===== config.mk =====
export PLATFORM = sky130hd
export DESIGN_NAME = alu_issue_stage
export DESIGN_NICKNAME = d
export VERILOG_FILES = /design/src/rtl/alu_issue_stage.sv
export SDC_FILE = /design/constraint.sdc
export NUM_CORES = 1
export LEC_CHECK = 0
export BUFFER_PORTS_ARGS = -buffer_cell sky130_fd_sc_hd__buf_2
export CAP_MARGIN = 25
export CORE_MARGIN = 2
export CORE_UTILIZATION = 36
export DETAILED_ROUTE_END_ITERATION = 10
export PLACE_DENSITY_LB_ADDON = 0.3
export REMOVE_ABC_BUFFERS = 1
export SLEW_MARGIN = 25
export SYNTH_ARGS = -nofsm -noshare
export SYNTH_HDL_FRONTEND = slang
export SYNTH_SLANG_ARGS = --single-unit
export TNS_END_PERCENT = 5

===== constraint.sdc =====
create_clock -name clk -period 22.3 [get_ports clk]
set_input_delay 1.115 -clock clk [delete_from_list [all_inputs] [get_ports clk]]
set_output_delay 1.115 -clock clk [all_outputs]
set_load 0.005 [all_outputs]

===== src/rtl/alu_issue_stage.sv =====
// Decode/issue stage feeding the ALU: register file with a write-first
// writeback port, a busy scoreboard for RAW/WAW stalls, and one registered output slot.
module alu_issue_stage #(
   parameter int DSIZE = 16,
   parameter int NREG  = 16
) (
   input  logic             clk,
   input  logic             rst,
   input  logic             in_valid,
   output logic             in_ready,
   input  logic [15:0]      instr,
   input  logic             wb_en,
   input  logic [3:0]       wb_addr,
   input  logic [DSIZE-1:0] wb_data,
   output logic             out_valid,
   input  logic             out_ready,
   output logic [DSIZE-1:0] A,
   output logic [DSIZE-1:0] B,
   output logic [2:0]       op,
   output logic [3:0]       imm,
   output logic [3:0]       rd_out,
   output logic             illegal
);

   logic [3:0] opc, rd, rs1, rs2;
   assign {opc, rd, rs1, rs2} = instr;

   logic [NREG-1:0][DSIZE-1:0] rf;
   logic [NREG-1:0]            busy, wb_clr, busy_eff, rd_set;
   logic                       is_alu, imm_form, hazard, slot_free;
   logic                       accept, accept_alu, accept_ill;
   logic [DSIZE-1:0]           opa, opb;

   assign is_alu   = ~opc[3];
   assign imm_form = opc[2];

   always_comb begin
      wb_clr = '0;
      if (wb_en && wb_addr != 4'd0) wb_clr[wb_addr] = 1'b1;
   end

   // Bits cleared by this cycle's writeback no longer block issue.
   assign busy_eff = busy & ~wb_clr;
   assign hazard   = is_alu && (busy_eff[rs1] || (!imm_form && busy_eff[rs2]) || busy_eff[rd]);

   assign slot_free  = !out_valid || out_ready;
   assign in_ready   = slot_free && !hazard;
   assign accept     = in_valid && in_ready;
   assign accept_alu = accept && is_alu;
   assign accept_ill = accept && !is_alu;

   always_comb begin
      rd_set = '0;
      if (accept_alu && rd != 4'd0) rd_set[rd] = 1'b1;
   end

   // Write-first operand read; R0 is hard-wired to zero.
   assign opa = (rs1 == 4'd0)             ? '0 :
                (wb_en && wb_addr == rs1) ? wb_data : rf[rs1];
   assign opb = (imm_form || rs2 == 4'd0) ? '0 :
                (wb_en && wb_addr == rs2) ? wb_data : rf[rs2];

   // Same-cycle clear and set on one register: the set is applied last and wins.
   always_ff @(posedge clk or posedge rst) begin
      if (rst) begin
         rf   <= '0;
         busy <= '0;
      end else begin
         if (wb_en && wb_addr != 4'd0) rf[wb_addr] <= wb_data;
         busy <= (busy & ~wb_clr) | rd_set;
      end
   end

   always_ff @(posedge clk or posedge rst) begin
      if (rst) begin
         out_valid <= 1'b0;
         A         <= '0;
         B         <= '0;
         op        <= '0;
         imm       <= '0;
         rd_out    <= '0;
         illegal   <= 1'b0;
      end else begin
         illegal <= accept_ill;
         if (accept_alu) begin
            out_valid <= 1'b1;
            A         <= opa;
            B         <= opb;
            op        <= opc[2:0];
            imm       <= imm_form ? rs2 : 4'd0;
            rd_out    <= rd;
         end else if (out_ready) begin
            out_valid <= 1'b0;
         end
      end
   end

endmodule


* After elaboration in Yosys (flattened, before gate mapping)
Cells that the tools add are included.
** Cells by class
- Order comparisons :: 6
- Equal/unequal tests :: 2
- Muxes and demuxes :: 26
- Bitwise logic cells :: 4
- Reductions and logical operators :: 24
** Operators with widths (count)
- $bwmux 256 :: 1
- $mux 16 :: 9
- $bmux 16 s4 :: 2
- $demux 16 s4 :: 1
- $lt 4x5->1 const B :: 4
- $and 16x16->16 :: 1
- $not 16->16 :: 1
- $or 16x16->16 :: 1
- $bmux 1 s4 :: 3
- $logic_and 1x1->1 :: 12
- $demux 1 s4 :: 2
- $eq 4x4->1 :: 2
- $ge 4x1->1 const B :: 2
- $logic_not 4->1 :: 2
- $reduce_bool 4->1 :: 2
- $mux 1 :: 7
- $logic_or 1x1->1 :: 4
- $mux 4 :: 1
- $logic_not 1->1 :: 3
- $reduce_bool 2->1 :: 1
- $not 1->1 :: 1
** Storage, ports and cells
- Register bits :: 317
- Input bits :: 41
- Output and inout bits :: 46

* Logic depth before layout (Yosys ltp)
Gate-level depths: netlist of run 1.
- Word-level depth :: 20
- Depth in mapped cells :: 11
- Mapped depth without buffers :: 7

* Least setup slack after synthesis of run 1
OpenSTA, ideal clock, no wires.
- Kind :: input port to output port
- From :: input wb_addr[1]
- To :: output in_ready
- Data arrival time :: 2.660 ns
- Required time :: 21.185 ns
- Slack :: 18.525 ns
- Stages :: 9
- Path buffers :: 2
- Cells stage by stage :: buf_2 -> nand2b_1 -> clkbuf_1 -> o21ai_1 -> mux4_2 -> nor2_1 -> o22ai_1 -> and3_1 -> o21a_1
** On the way
- Longest elaborated chain between the ends :: 15
- Elaborated cells between the ends (all ways) :: 22
- Classes of those cells :: order compare (2); mux (9); bitwise (2); reduce/logical (9)
** Ends and longest elaborated chain
- start: declaration :: RTL line 13 : input logic [3:0] wb_addr,
- $lt 4x5->1 (implied by the code) / $ge 4x1->1 (equally long branches) :: RTL line 39 : if (wb_en && wb_addr != 4'd0) wb_clr[wb_addr] = 1'b1;
- $logic_and 1x1->1 (implied by the code) :: RTL line 39
- $mux 1 (implied by the code) :: RTL line 39
- $demux 1 s4 :: RTL line 39
- $mux 16 (*) :: RTL line 39
- $not 16->16 (*) :: RTL line 43 : assign busy_eff = busy & ~wb_clr;
- $and 16x16->16 (*) :: RTL line 43
- $bmux 1 s4 :: RTL line 44 : assign hazard = is_alu && (busy_eff[rs1] || (!imm_form && busy_eff[rs2]) || busy_eff[rd]);
- $mux 1 (implied by the code) :: RTL line 44
- $logic_and 1x1->1 :: RTL line 44
- $logic_or 1x1->1 :: RTL line 44
- $logic_or 1x1->1 (*) :: RTL line 44
- $logic_and 1x1->1 (*) :: RTL line 44
- $logic_not 1->1 (*) :: RTL line 47 : assign in_ready = slot_free && !hazard;
- $logic_and 1x1->1 (*) :: RTL line 47
- end: declaration :: RTL line 10 : output logic in_ready,
Mark *: on every way between the ends. The rest lies on a longest branch, timed or not. The select of a mux whose other input is x is not followed.

* Final worst setup path of run 1
- From :: input instr[4]
- To :: output in_ready
** On the way
- Longest elaborated chain between the ends :: 7
** Ends and longest elaborated chain
- start: declaration :: RTL line 11 : input logic [15:0] instr,
- $bmux 1 s4 :: RTL line 44
- $mux 1 (implied by the code) :: RTL line 44
- $logic_or 1x1->1 (2 in a row) :: RTL line 44
- $logic_and 1x1->1 :: RTL line 44
- $logic_not 1->1 :: RTL line 47
- $logic_and 1x1->1 :: RTL line 47
No other way between the ends. The select of a mux whose other input is x is not followed.

==> PnR_summary.wiki, run 1 <==
{| class="wikitable"
! Metric !! Value
|-
| Non-filler instance count after layout || 1748
|-
| Row count || 78
|-
| Number of global-route vias before repair || 10710
|-
| Avg Synthesized Cell Area || 15.22 sq um
|-
| Largest fanout on the critical path || 39
|-
| Total number of clock tree sinks || 317
|-
| Initial DRC count || 731
|-
| Cell area power density || 94.80 nW/um^2
|-
| HPWL reported at the end of detailed placement || 25340 microns
|-
| Number of CTS-inserted buffers || 35
|-
| Dominant register cell in the synthesized netlist || dfrtp_1
|-
| Post-CTS Setup Inserts || 0
|-
| Routability congestion estimate || 0.8347
|-
| Number of synthesis warnings || 0
|-
| Fmax || 210.1 MHz
|-
| Min Clock Period, post-route || 4.759 ns
|-
| PnR Total Power || 1.780 mW
|-
| Height of the die || 219.3 microns
|-
| Antenna-violating nets left || 0
|-
| Crit share post-route || 21.34%
|-
| Number of flip-flops and latches in the synthesized netlist || 317
|-
| Category of the worst setup path capture point || output pin
|-
| Master cell of the clock root buffer || clkbuf_16
|-
| Hold buffer count at CTS || 0
|-
| Cell Count Post-Placement || 1686
|-
| Distinct cells, synth || 50
|-
| Aggregate routed wire length || 44390 microns
|-
| Worst-margin pin slew || 0.9906 ns
|-
| Gate count after technology mapping || 1097
|-
| Final number of hold-violating endpoints || 0
|-
| Cell area reported after detailed placement || 17620 sq um
|-
| Register area share after synthesis || 47.52%
|-
| Max rail drop VDD || 0.00005285 V
|-
| Count of flip-flops with a built-in enable after synthesis || 0
|-
| Boundary pin count || 87
|-
| Final Net Count || 1164
|-
| Category of the most critical setup path || primary input to output pin
|-
| Max-capacitance violation count || 0
|-
| Via total after detailed routing || 9996
|-
| Total of buffers placed on input and output ports || 86
|-
| Antenna violations before repair || 3
|-
| Data arrival time at the worst-slack endpoint || 3.64 ns
|-
| Layout area overhead || 12.49%
|-
| Global Route Usage Sum || 19.05%
|-
| Grt total ovfl || 0
|-
| Result of the run || complete, no violations
|-
| Setup crit start kind || primary input
|-
| Wire length of the first global-routing pass || 68140 microns
|-
| Max_slew headroom || 33.96%
|-
| Starting density of the core || 36.63%
|-
| Max-slew violation count || 0
|-
| Final setup viols || 0
|-
| Via density per instance || 5.719
|-
| Number of search-and-repair iterations in the first detailed-routing pass || 4
|-
| Post-synth design cell area || 16690 sq um
|-
| Post-cts gate resize count || 0
|-
| CTS tree || yes
|-
| Share of cells above drive strength 1 || 54.40%
|-
| Area of the core || 45580 sq um
|-
| Clock input transition at the sequential cells of the worst setup and hold paths || 0.06 ns
|-
| Required time of the critical path || 21.19 ns
|-
| Count of H-tree levels built during CTS || 2
|-
| Insertion delay of the later-clocked pin in the worst-skew pair || 0.53 ns
|-
| Horiz. Die Dim || 219.3 microns
|-
| Final Skew || 0.01572 ns
|-
| Setup TNS || 0 ns
|-
| Maximum number of pins on one net before global-route repair || 103
|-
| Floorplan die area || 48110 sq um
|-
| Tightest Hold Check Type || register to register
|-
| Post-DR wirelength/cell || 25.40 microns
|-
| Leakage power || 8.048 nW
|-
| Buffer levels on the longest clock path || 3
|-
| Setup repair after global routing missed its margin || false
|-
| Share of synthesized registers carrying an async set or reset || 100.0%
|-
| Final cell area excluding filler cells || 18780 sq um
|-
| Remaining routing DRC violations || 0
|}
[stage by stage]
stage                     worst slack (ns)  utilization (%)  hold slack, ns
after floorplan                      12.41                -          0.3653
after global placement               17.43            38.66          0.3763
after detailed placement             17.46            38.66          0.3820
after CTS                            17.46            41.18          0.3967
after global routing                 17.30            41.20          0.4067
final                                17.54            41.20          0.3910
[worst max-delay path: stages]
cell and delay (ns):
buf_4 0.60, buf_4 0.68, mux2_2 0.41, o221ai_1 0.17
o22ai_1 0.15, and3_1 0.20, o21a_1 0.16, buf_2 0.12
[per-layer routing]
metal  share of wire, %  vias up  global-route usage [%]
met5              0.029        -                       0
met4                2.6        2                   5.608
met3                3.6       69                   2.786
met2                 48      217                   30.59
met1                 46     5450                   26.84
li1                   -     4258                       -
[kinds of logic after synthesis]
| kind of cell | synth area share, % |
|---|---|
| AO/OA/AOI/OAI | 2.653 |
| flip-flops | 47.52 |
| multiplexers | 43.40 |
| AND/OR/NAND/NOR | 2.938 |
| XOR/XNOR | 0.4197 |
| buffers and inverters | 3.073 |
[registers in the layout, summed over array words and instances, names as in the netlist]
register   flops
rf           256
op             3
illegal        1
B             16
out_valid      1
imm            4
A             16
busy          16
rd_out         4
[worst paths after layout]
kind | depth (start not counted) | slack [ns] | end | start
worst min register to register | 0 | 0.39 | rf[0] | rf[0]
worst max register to register | 7 | 19.99 | A[0] | busy[13]
min in group asynchronous | 2 | 0.72 | A[9] | rst
worst min-delay path | 0 | 0.39 | rf[0] | rf[0]
max in group asynchronous | 4 | 19.49 | rf[44] | rst
worst max-delay path | 8 | 17.54 | in_ready | instr[4]
[power by group]
group          switching, mW  leakage (nW)  internal, mW
Combinational          0.152          3.53         0.253
Sequential            0.0854          3.96         0.711
Clock                  0.241         0.565         0.337
[Yosys cell counts, types with 5 or more instances]
library cell,count,area share (%)
xor2_1,5,0.26
nor2_1,46,1.0
clkbuf_1,70,1.6
o21ai_0,7,0.21
inv_1,9,0.20
o21ai_1,8,0.24
o211ai_1,7,0.31
mux2i_1,42,2.5
mux2_1,5,0.34
nand2_1,17,0.38
nand2b_1,10,0.37
mux2_2,277,19
buf_2,26,0.78
buf_1,18,0.40
dfrtp_1,317,48
mux4_2,162,22
o31ai_1,12,0.54
[area by class of cell]
class                   instances  area [sq um]
fillers                      4179         26800
multi-input cells             655          8314
flip-flops and latches        317          7933
clock buffers                  54          1089
well taps                     600         750.7
repair buffers                105         593.1
clock inverters                 7         56.30
inverters                       9         41.29
diodes                          1         2.502
[layout by cell type (no fill, tap or decap), types with 2 or more instances in the layout]
master	count
or2_2	4
inv_6	2
o41ai_1	2
o21ai_1	8
o31ai_1	12
nand3_1	2
clkbuf_16	36
xor2_1	5
a21oi_1	2
inv_1	8
o211ai_1	7
nand2b_2	2
nor3_1	2
buf_6	2
xnor2_1	3
a311oi_1	2
o221ai_1	4
mux2_1	5
o22ai_1	3
dfrtp_1	317
nor2_2	4
mux4_2	162
nor2_4	6
mux2_2	277
buf_2	81
nor2b_1	3
o41ai_2	2
nor2_1	39
clkbuf_1	6
mux2i_1	42
a31o_2	2
nand2_1	17
buf_4	22
nand2b_1	8
clkinv_2	3
o21ai_0	7
nand4_1	4
clkbuf_8	12
and3_1	3
(Power assumes the default switching activity.)
==> run 2: changes to the inputs <==
==> constraint.sdc (replaced) <==
create_clock -name clk -period 4.8 [get_ports clk]
set_input_delay 0.24 -clock clk [delete_from_list [all_inputs] [get_ports clk]]
set_output_delay 0.24 -clock clk [all_outputs]
set_load 0.005 [all_outputs]
==> PnR_summary.wiki, run 2 (same netlist as run 1, synthesis figures left out) <==
{| class="wikitable"
! Metric !! Value
|-
| Boundary pin count || 87
|-
| Worst R2R Start || busy[13]
|-
| Tightest Hold Check Type || primary input to register
|-
| Post-route worst hold slack || 0.04474 ns
|-
| Antenna-violating nets left || 0
|-
| Share of cells above drive strength 1 || 54.48%
|-
| Number of CTS-inserted buffers || 36
|-
| Total of buffers placed on input and output ports || 86
|-
| Min Clock Period, post-route || 2.681 ns
|-
| Max-capacitance violation count || 0
|-
| Wire length of the first global-routing pass || 68430 microns
|-
| Most frequent cells in the layout || 317 x dfrtp_1, 277 x mux2_2, 162 x mux4_2
|-
| Final setup viols || 0
|-
| Leakage power || 8.161 nW
|-
| Final number of hold-violating endpoints || 0
|-
| Category of the most critical setup path || primary input to output pin
|-
| Most common cell after layout, fill and taps aside || dfrtp_1
|-
| Clock input transition at the sequential cells of the worst setup and hold paths || 0.06 ns
|-
| Maximum number of pins on one net before global-route repair || 140
|-
| Result of the run || complete, no violations
|-
| Worst Reg-to-Reg Cells || 7
|-
| Cell Count Post-Placement || 1692
|-
| Via density per instance || 5.791
|-
| Starting density of the core || 36.63%
|-
| Largest fanout on the critical path || 10
|-
| Max rail drop VDD || 0.0002230 V
|-
| Antenna violations before repair || 1
|-
| Cell area power density || 444.4 nW/um^2
|-
| Required time of the critical path || 4.56 ns
|-
| Max_slew headroom || 38.10%
|-
| Reg2Reg Setup Slack || 2.44 ns
|-
| Height of the die || 219.3 microns
|-
| CTS tree || yes
|-
| Crit share post-route || 55.85%
|-
| Ant. Diodes || 0
|-
| Grt total ovfl || 0
|-
| Remaining routing DRC violations || 0
|-
| Non-filler instance count after layout || 1762
|-
| Horiz. Die Dim || 219.3 microns
|-
| Worst hold endpoint || imm[0]
|-
| Largest register FFs || 256
|-
| Initial DRC count || 742
|-
| Reg2reg end || B[3]
|-
| HPWL reported at the end of detailed placement || 25950 microns
|-
| Count of H-tree levels built during CTS || 2
|-
| Final Core Density || 41.63%
|-
| Number of global-route vias before repair || 10680
|-
| Insertion delay of the later-clocked pin in the worst-skew pair || 0.53 ns
|-
| Final Net Count || 1176
|-
| PnR Total Power || 8.433 mW
|-
| Setup repair after global routing missed its margin || false
|-
| Master cell of the clock root buffer || clkbuf_16
|-
| Data arrival time at the worst-slack endpoint || 2.44 ns
|-
| Via total after detailed routing || 10200
|-
| Post-DR wirelength/cell || 25.15 microns
|-
| Setup crit start kind || primary input
|-
| Number of search-and-repair iterations in the first detailed-routing pass || 5
|-
| Register bank with the most flops || rf
|-
| Global Route Usage Sum || 19.05%
|-
| Area of the core || 45580 sq um
|-
| Start point of the worst min-delay path || instr[14]
|-
| Aggregate routed wire length || 44310 microns
|-
| Number of filler instances in the final layout || 4149
|-
| Total number of clock tree sinks || 317
|-
| Worst-margin pin slew || 0.9285 ns
|-
| Buffer levels on the longest clock path || 3
|-
| Final Skew || 0.01757 ns
|-
| Category of the worst setup path capture point || output pin
|-
| Fmax || 373.0 MHz
|-
| Floorplan die area || 48110 sq um
|-
| Max-slew violation count || 0
|-
| Min-Delay Path Depth || 3
|-
| Layout area overhead || 13.66%
|-
| Routability congestion estimate || 0.7934
|-
| Row count || 78
|}
==> run 2: cell types whose count changed in the layout (fill, tap and decap cells not counted), moves of 2 or more <==
| cell | change |
|---|---|
| buf_12 | +4 |
| buf_4 | +3 |
| buf_6 | -2 |
| bufinv_16 | +2 |
| clkinv_2 | +3 |
| dlygate4sd3_1 | +5 |
| nor2_2 | +4 |
| nor2_4 | -4 |
==> run 2: area by class of cell <==
cell class | count | area [sq um] | area share [%]
timing repair buffer | 116 | 728.2 | 3.838
clock inverter | 10 | 107.6 | 0.5671
sequential | 317 | 7933 | 41.81
inverter | 9 | 46.29 | 0.2440
multi-input combinational | 655 | 8305 | 43.77
tap | 600 | 750.7 | 3.956
clock buffer | 55 | 1104 | 5.816
==> run 2: worst max path at each step <==
stage	slack, ns	from	to
after floorplan	-4.21	rst	A[0]
after global placement	1.75	wb_addr[0]	A[0]
after detailed placement	1.74	wb_addr[0]	B[6]
after CTS	2.10	wb_addr[0]	in_ready
after global routing	1.95	wb_addr[0]	in_ready
final	2.12	wb_addr[0]	in_ready
==> run 2: critical path, cell delays in order <==
cell and delay, ns:
buf_2 0.15, nand2b_1 0.45, nor2_2 0.55, o221ai_1 0.18, o211a_1 0.16, a211oi_2 0.25
and3_1 0.23, o21a_1 0.11, buf_2 0.11
==> run 2: where the power goes <==
group | leakage, nW | internal, mW | switching (mW)
clock network | 0.604 | 1.69 | 1.12
logic | 3.60 | 1.18 | 0.708
registers | 3.96 | 3.31 | 0.415
==> run 2: what timing repair did <==
item	4_1_cts	5_1_grt
setup buffers	0	0
resized for setup	0	0
hold endpoints to repair	5	0
hold buffers	5	0
==> run 2: layer usage <==
layer / routed length (microns) / up-vias / global-route usage [%]
met5: 0 / - / 0
met4: 903 / 0 / 4.595
met3: 2438 / 60 / 3.534
met2: 21230 / 305 / 30.29
met1: 19740 / 5546 / 27.06
li1: - / 4293 / -
==> run 2: stage by stage <==
step	setup TNS [ns]	instance area, sq um	setup WS, ns
final	0	18970	2.119
after global routing	0	18970	1.955
after CTS	0	18970	2.102
after detailed placement	0	17710	1.741
after global placement	0	17710	1.745
after floorplan	-1334.95	16210	-4.211
==> run 3: changes to the inputs <==
==> constraint.sdc (replaced) <==
create_clock -name clk -period 2.3 [get_ports clk]
set_input_delay 0.115 -clock clk [delete_from_list [all_inputs] [get_ports clk]]
set_output_delay 0.115 -clock clk [all_outputs]
set_load 0.005 [all_outputs]
==> PnR_summary.wiki, run 3 (same netlist as run 1, synthesis figures left out) <==
{| class="wikitable"
! Metric !! Value
|-
| Boundary pin count || 87
|-
| Data arrival time at the worst-slack endpoint || 2.22 ns
|-
| Result of the run || finished, violations left
|-
| Largest register FFs || 256
|-
| Aggregate routed wire length || 47130 microns
|-
| Largest fanout on the critical path || 3
|-
| Area of the core || 45580 sq um
|-
| Tightest Hold Check Type || primary input to register
|-
| Initial DRC count || 685
|-
| Worst-margin pin slew || 0.6775 ns
|-
| Via density per instance || 5.618
|-
| Routability congestion estimate || 0.8628
|-
| Via total after detailed routing || 10530
|-
| Floorplan die area || 48110 sq um
|-
| Final Core Density || 44.49%
|-
| Fmax || 427.7 MHz
|-
| Final number of hold-violating endpoints || 0
|-
| Crit share post-route || 101.7%
|-
| Starting density of the core || 36.63%
|-
| Remaining routing DRC violations || 0
|-
| Failing checks || setup timing
|-
| Share of cells above drive strength 1 || 59.47%
|-
| Required time of the critical path || 2.18 ns
|-
| Non-filler instance count after layout || 1874
|-
| Min-Delay Path Depth || 2
|-
| Total number of clock tree sinks || 317
|-
| Max-capacitance violation count || 0
|-
| Min Clock Period, post-route || 2.338 ns
|-
| Count of H-tree levels built during CTS || 2
|-
| Number of search-and-repair iterations in the first detailed-routing pass || 5
|-
| Most frequent cells in the layout || 317 x dfrtp_1, 269 x mux2_2, 162 x mux4_2
|-
| Number of filler instances in the final layout || 4035
|-
| Maximum number of pins on one net before global-route repair || 75
|-
| Final setup viols || 1
|-
| Leakage power || 8.878 nW
|-
| Wire length of the first global-routing pass || 71210 microns
|-
| Setup crit start kind || register
|-
| Final Skew || 0.009231 ns
|-
| Category of the most critical setup path || register to output pin
|-
| Post-DR wirelength/cell || 25.15 microns
|-
| Post-route worst hold slack || 0.05129 ns
|-
| Setup repair after global routing missed its margin || true
|-
| Reg2Reg Setup Slack || 0.03 ns
|-
| Cell Count Post-Placement || 1791
|-
| Category of the worst setup path capture point || output pin
|-
| Grt total ovfl || 0
|-
| PnR Total Power || 18.18 mW
|-
| Number of CTS-inserted buffers || 37
|-
| HPWL reported at the end of detailed placement || 30290 microns
|-
| Worst-case setup margin in the final layout || -0.03826 ns
|-
| Clock input transition at the sequential cells of the worst setup and hold paths || 0.06 ns
|-
| Master cell of the clock root buffer || clkbuf_16
|-
| Insertion delay of the later-clocked pin in the worst-skew pair || 0.55 ns
|-
| Total of buffers placed on input and output ports || 86
|-
| Height of the die || 219.3 microns
|-
| CTS tree || yes
|-
| Row count || 78
|-
| Max-slew violation count || 0
|-
| Layout area overhead || 21.47%
|-
| Antenna violations before repair || 1
|-
| Register bank with the most flops || rf
|-
| Horiz. Die Dim || 219.3 microns
|-
| Worst Setup Slack post-DPL || -0.3052 ns
|-
| Most common cell after layout, fill and taps aside || dfrtp_1
|-
| Antenna-violating nets left || 0
|-
| Cell area power density || 896.7 nW/um^2
|-
| Max rail drop VDD || 0.0005379 V
|-
| Number of global-route vias before repair || 11150
|-
| Global Route Usage Sum || 20.01%
|-
| Worst Reg-to-Reg Cells || 10
|-
| Buffer levels on the longest clock path || 3
|-
| Final Net Count || 1285
|-
| Max_slew headroom || 54.83%
|}
-- run 3: path summary, 6_finish.rpt --
path | startpoint | to
setup reg to reg | busy[1] | B[14]
hold reg to reg | rf[11] | rf[11]
hold / removal | wb_data[1] | rf[241]
setup / recovery | busy[11] | in_ready
max in group asynchronous | rst | rf[59]
min in group asynchronous | rst | B[9]
-- run 3: critical path, cell delays in order, from the launching register on --
cell and delay [ns]:
dfrtp_1 0.36, o21ai_1 0.12, mux4_2 0.51, nor2_1 0.16, a211oi_2 0.06, and3_4 0.17
o21a_1 0.17, buf_2 0.12
-- run 3: layout make-up --
| type | instances | area [sq um] | share of cell area [%] |
|---|---|---|---|
| antenna | 1 | 2.502 | 0.01234 |
| clock buffer | 52 | 1105 | 5.449 |
| clock inverter | 16 | 167.7 | 0.8269 |
| inverter | 9 | 41.29 | 0.2036 |
| multi-input combinational | 655 | 8388 | 41.37 |
| sequential | 317 | 7933 | 39.12 |
| tap | 600 | 750.7 | 3.702 |
| timing repair buffer | 224 | 1889 | 9.318 |
-- run 3: per-layer routing --
layer / vias up / part of all wire (%) / track usage (%)
met4: 0 / 2.7 / 6.441
met5: - / 0 / 0
met1: 5660 / 44 / 26.86
li1: 4498 / - / -
met3: 81 / 4.7 / 3.299
met2: 289 / 49 / 33.15
-- run 3: through the flow --
step,area (sq um),TNS [ns]
floorplan,16210,-2188.27
global placement,18710,-10.58
detailed placement,18710,-10.97
CTS,20130,-0.009605
global route,20280,-0.5052
finish,20280,-0.03826
-- run 3: timing repair --
| action | CTS | global route |
|---|---|---|
| cloned | 0 | 2 |
| pin swaps | 3 | 3 |
| hold buffers | 10 | 0 |
| endpoints found under the setup margin | 1 | 49 |
| resized for setup | 13 | 21 |
| setup buffers | 2 | 1 |
| hold endpoints to repair | 77 | 0 |
-- run 3: power breakdown --
part / switching, mW / leakage, nW / total [mW] / internal (mW)
clock network: 2.42 / 0.631 / 6.12 / 3.70
logic: 1.56 / 4.29 / 4.30 / 2.73
registers: 0.862 / 3.96 / 7.76 / 6.90
total: 4.85 / 8.88 / 18.2 / 13.3
